`src/rtl/bsg_comm_link_tx_arbiter.sv`:
```
// Round-robin, packet-granular arbiter feeding the comm link core-side input; gated by link calibration.
// Latency: 0 cycles, combinational from the selected client flit to link_data_o/link_v_o.
// Backpressure: client_yumi_o fires only on link_v_o & link_ready_i; a stalled link holds the grant and burst count.
// Optional statistics counters are built when BSG_COMM_LINK_TX_ARB_STATS_EN is defined.
module bsg_comm_link_tx_arbiter #(
  parameter int num_clients_p = 4,
  parameter int width_p       = 80,
  parameter int len_width_p   = 4
) (
  input  logic                                 clk_i,
  input  logic                                 reset_i,
  input  logic                                 calib_done_i,
  input  logic [num_clients_p-1:0]             client_v_i,
  input  logic [num_clients_p*width_p-1:0]     client_data_i,
  output logic [num_clients_p-1:0]             client_yumi_o,
  output logic                                 link_v_o,
  output logic [width_p-1:0]                   link_data_o,
  input  logic                                 link_ready_i,
  output logic [$clog2(num_clients_p)-1:0]     grant_id_o,
  output logic                                 busy_o,
  output logic [31:0]                          stall_cnt_o,
  output logic [31:0]                          pkt_cnt_o
);

  localparam int id_w_lp = $clog2(num_clients_p);

  typedef enum logic [1:0] {
    IDLE  = 2'd0,
    ARB   = 2'd1,
    BURST = 2'd2
  } state_e;

  state_e                 state_q, state_d;
  logic [id_w_lp-1:0]     ptr_q, ptr_d;
  logic [id_w_lp-1:0]     lock_q, lock_d;
  logic [len_width_p-1:0] rem_q, rem_d;

  logic [width_p-1:0]     client_data_arr [num_clients_p];
  logic [id_w_lp-1:0]     arb_sel;
  logic [id_w_lp-1:0]     cand_id;
  logic                   arb_found;
  logic [id_w_lp-1:0]     sel;
  logic                   transfer;
  logic                   pkt_done;
  logic [len_width_p-1:0] hdr_len;

  for (genvar k = 0; k < num_clients_p; k++) begin : g_unpack
    assign client_data_arr[k] = client_data_i[k*width_p +: width_p];
  end

  // Round-robin pick: first valid client at or after ptr_q, wrapping; falls back to ptr_q
  always_comb begin
    arb_sel   = ptr_q;
    arb_found = 1'b0;
    cand_id   = '0;
    for (int i = 0; i < num_clients_p; i++) begin
      cand_id = id_w_lp'((int'(ptr_q) + i) % num_clients_p);
      if (!arb_found && client_v_i[cand_id]) begin
        arb_sel   = cand_id;
        arb_found = 1'b1;
      end
    end
  end

  // Link-side datapath: locked client owns the link for the whole burst, bubbles included
  always_comb begin
    sel         = (state_q == BURST) ? lock_q : arb_sel;
    link_v_o    = (state_q != IDLE) && client_v_i[sel];
    link_data_o = client_data_arr[sel];
    transfer    = link_v_o && link_ready_i;
    hdr_len     = link_data_o[len_width_p-1:0];
    grant_id_o  = (state_q == IDLE) ? ptr_q : sel;
    busy_o      = (state_q == BURST);
    for (int k = 0; k < num_clients_p; k++) begin
      client_yumi_o[k] = transfer && (sel == id_w_lp'(k));
    end
  end

  // Next-state: calibration loss aborts any packet; pointer advances only when a packet completes
  always_comb begin
    state_d  = state_q;
    ptr_d    = ptr_q;
    lock_d   = lock_q;
    rem_d    = rem_q;
    pkt_done = 1'b0;
    if (!calib_done_i) begin
      state_d = IDLE;
      rem_d   = '0;
    end else begin
      unique case (state_q)
        IDLE: state_d = ARB;
        ARB: begin
          if (transfer) begin
            if (hdr_len != '0) begin
              state_d = BURST;
              rem_d   = hdr_len;
              lock_d  = sel;
            end else begin
              pkt_done = 1'b1;
            end
          end
        end
        BURST: begin
          if (transfer) begin
            rem_d = rem_q - 1'b1;
            if (rem_q == len_width_p'(1)) begin
              state_d  = ARB;
              pkt_done = 1'b1;
            end
          end
        end
        default: state_d = IDLE;
      endcase
    end
    if (pkt_done) begin
      ptr_d = (sel == id_w_lp'(num_clients_p - 1)) ? '0 : sel + 1'b1;
    end
  end

  // Control state registers
  always_ff @(posedge clk_i) begin
    if (reset_i) begin
      state_q <= IDLE;
      ptr_q   <= '0;
      lock_q  <= '0;
      rem_q   <= '0;
    end else begin
      state_q <= state_d;
      ptr_q   <= ptr_d;
      lock_q  <= lock_d;
      rem_q   <= rem_d;
    end
  end

`ifdef BSG_COMM_LINK_TX_ARB_STATS_EN
  logic [31:0] stall_cnt_q, stall_cnt_d;
  logic [31:0] pkt_cnt_q, pkt_cnt_d;

  // Saturating counters; only reset clears them, calibration loss leaves them alone
  always_comb begin
    stall_cnt_d = stall_cnt_q;
    pkt_cnt_d   = pkt_cnt_q;
    if (link_v_o && !link_ready_i && (stall_cnt_q != 32'hFFFF_FFFF)) begin
      stall_cnt_d = stall_cnt_q + 32'd1;
    end
    if (pkt_done && (pkt_cnt_q != 32'hFFFF_FFFF)) begin
      pkt_cnt_d = pkt_cnt_q + 32'd1;
    end
  end

  // Statistics registers
  always_ff @(posedge clk_i) begin
    if (reset_i) begin
      stall_cnt_q <= '0;
      pkt_cnt_q   <= '0;
    end else begin
      stall_cnt_q <= stall_cnt_d;
      pkt_cnt_q   <= pkt_cnt_d;
    end
  end

  assign stall_cnt_o = stall_cnt_q;
  assign pkt_cnt_o   = pkt_cnt_q;
`else
  assign stall_cnt_o = '0;
  assign pkt_cnt_o   = '0;
`endif

`ifndef SYNTHESIS
  // A client offering a flit on a calibrated link must hold it, unchanged, until consumed
  for (genvar k = 0; k < num_clients_p; k++) begin : g_hold_chk
    assert property (@(posedge clk_i) disable iff (reset_i)
      (calib_done_i && client_v_i[k] && !client_yumi_o[k])
      |=> (!calib_done_i || (client_v_i[k] && $stable(client_data_i[k*width_p +: width_p]))));
  end
`endif

endmodule
```
`config.mk`:
```
export PLATFORM = sky130hd
export DESIGN_NAME = bsg_comm_link_tx_arbiter
export DESIGN_NICKNAME = d
export VERILOG_FILES = /design/src/rtl/bsg_comm_link_tx_arbiter.sv
export SDC_FILE = /design/constraint.sdc
export NUM_CORES = 1
export LEC_CHECK = 0
export CORE_AREA = 3 3 185 187
export CTS_CLUSTER_SIZE = 30
export DETAILED_ROUTE_END_ITERATION = 8
export DIE_AREA = 0 0 188 190
export SETUP_SLACK_MARGIN = 0.02
export SKIP_CTS_REPAIR_TIMING = 1
export SYNTH_ARGS = -nofsm -noshare
export SYNTH_HDL_FRONTEND = slang
export SYNTH_SLANG_ARGS = --single-unit
```
`constraint.sdc`:
```
create_clock -name clk_i -period 9.25 [get_ports clk_i]
set_clock_uncertainty 0.1 [all_clocks]
set_input_delay 2.775 -clock clk_i [delete_from_list [all_inputs] [get_ports clk_i]]
set_output_delay 2.775 -clock clk_i [all_outputs]
set_load 0.05 [all_outputs]
```
==> results_dict.tcl <==
set metrics [dict create \
    fin_tns_setup_ps 0 \
    hold_path.class "reg2reg" \
    finalCritPeriodShare_pct 92.4 \
    cts_tree "done" \
    period_minus_slack_ps 8550 \
    antenna_found_initial 1 \
    worst_slew_pin_slew_ps 591 \
    multiInputGateArea_mm2 0.00274 \
    htreeDepth 1 \
    synth_warnings 0 \
    core_area_mm2 0.0326 \
    grt_first_pass_wirelength_mm 27.4 \
    peakVddDrop_mv 0.0574 \
    syn_inst 281 \
    cts_made_buffers 3 \
    initial_core_util_pct 10.1 \
    avgSynthCellArea_um2 11.7 \
    crit_chain "clkdlybuf4s50_1, nor3_1, or3_1, o211ai_1, buf_12, mux4_2, clkdlybuf4s50_1" \
    crit_required_ps 6380 \
    fin_util_pct 23.9 \
    path_buf_inv 3 \
    final_hold_viol_count 0 \
    cts.sink_count 10 \
    die_w_um 188 \
    end_kind "primary output" \
    die_y_um 190 \
    wirelength_mm 19.8 \
    top_level_ports 480 \
    insertion_delay_ps 230 \
    grt_start_max_net_pins 47 \
    finalMaxSlewViolations 0 \
    rows 66 \
    final-seq-area_um2 200 \
    ant_nets 0 \
    grt_pass1_vias 4183 \
    dieArea_mm2 0.0357 \
    slew_headroom_pct 60.5 \
    num-fill-cells 3450 \
    dp.cells 1121 \
    firstDrtPassIters 4 \
    drv_cap 0 \
    dpl.hpwl_mm 17.7 \
    io_buffers 415 \
    outcome "completed" \
    synth.distinct_cells 44 \
    nets 1021 \
    synth_enable_flop_cells 0 \
    synthArstFlopShare_pct 0 \
    root_buffer "clkbuf_16" \
    crit_type "in2out" \
    grt.total_usage_pct 9.96 \
    cp-start-kind "input pin" \
    cp_slowest_stage_delay_ps 740 \
    fin_cells 1124 \
    viasPerCell 3.60 \
    ys_ff_latch 10 \
    gp_congestion 0.792 \
    leakagePower_uw 0.00278 \
    wl_per_cell_um 17.6 \
    syn_to_final_growth_pct 136 \
    synth_area_mm2 0.00329 \
    layout_commonest_cell "clkdlybuf4s50_1" \
    crit_path_max_fanout 43 \
    drive_above_1_share_pct 17.3 \
    cpMaxStageDelayCell "clkdlybuf4s50_1" \
    cp.arrival_ps 5670 \
    synth_seq_area_share_pct 6.08 \
    layout_common_cells "clkdlybuf4s50_1, mux4_2, conb_1, buf_4, nand2_1" \
    fmax_ghz 0.117 \
    setup_violations 0 \
    vias 4049 \
    diodes 0 \
    synth-main-ff-cell "dfxtp_1" \
    rsz0062_at_grt "false" \
    drc 0 \
    clk_pin_slew_ps 40 \
    cts_max_path_buffers 2 \
    critPathTopFamily "buffers and inverters" \
    grt_overflow_total 0 \
    power.density_mw_per_mm2 85.7 \
    cp_common_cell "clkdlybuf4s50_1" \
    drt_iter0_markers 212 \
]
-- per-layer routing --
metal / share of wire, % / vias to the layer above / routed length, µm / GRT usage (%)
met1: 37 / 1943 / 7260 / 11.9
met3: 9.4 / 14 / 1860 / 2.56
li1: - / 1813 / - / -
met2: 53 / 277 / 10400 / 18.4
met5: 0.035 / - / 7 / 0
met4: 1.3 / 2 / 256 / 1.50
-- tightest hold or removal path, stage by stage, from the launching register on --
cell and delay (ps):
dfxtp_1 300, nor2_1 100, a211oi_1 60
-- power by group --
part,switching (µW),internal [µW]
clock,18.1,55.9
sequential,0.286,43.8
combinational,295,254
total,314,353
-- through the flow --
stage	hold WS (ps)	total power [µW]	area [µm²]	worst slack [ps]
2_1_floorplan	369	377	3530	1410
3_3_place_gp	387	595	7710	707
3_5_place_dp	418	596	7710	673
4_1_cts	423	672	7780	671
5_1_grt	447	694	7780	565
6_report	416	667	7780	700
-- final timing paths --
check	from	endpoint	slack, ps	cells past startpoint
min reg2reg	lock_q[0]$_SDFFE_PP0P_	lock_q[0]$_SDFFE_PP0P_	420	2
min	lock_q[0]$_SDFFE_PP0P_	lock_q[0]$_SDFFE_PP0P_	420	2
max	client_v_i[3]	link_data_o[0]	700	7
max reg2reg	state_q[0]$_SDFFE_PP0P_	rem_q[3]$_SDFFE_PP0P_	5440	11
-- final cells by class --
| class | instances | area share [%] |
|---|---|---|
| multi-input combinational | 241 | 35.2 |
| tap | 442 | 7.11 |
| inverter | 8 | 0.386 |
| clock buffer | 3 | 0.965 |
| sequential | 10 | 2.57 |
| timing repair buffer | 420 | 53.8 |
-- logic make-up (layout without fill, tap and decap cells) --
logic type	after synthesis	after routing	share of synthesized area, %
compound gates	35	35	7.49
fa+ha+maj	9	9	3.42
buf+inv	93	431	18.4
flops	10	10	6.08
mux	85	85	56.3
other cells	1	64	0.114
simple gates	48	48	8.24
-- cell usage after synthesis (2+ instances only) --
cell	number	share of area [%]
ha_1	9	3.4
nand2b_1	4	0.76
dfxtp_1	10	6.1
buf_4	65	15
buf_1	2	0.23
o211ai_1	4	0.91
a21oi_1	7	1.1
mux2i_1	3	0.91
o21ai_1	3	0.46
nor2_1	10	1.1
o21ai_0	2	0.30
mux2_2	2	0.68
buf_2	9	1.4
and3_1	2	0.38
a211oi_1	7	1.6
nand2_1	11	1.3
and2_1	5	0.95
clkbuf_1	9	1.0
nor2b_1	5	0.95
nor3_1	3	0.46
mux4_2	80	55
inv_1	7	0.80
-- registers in the layout, summed over array words and instances (netlist names) --
signal / flops
rem_q: 4
ptr_q: 2
lock_q: 2
state_q: 2
No activity file was read; power rests on OpenSTA's default activity.
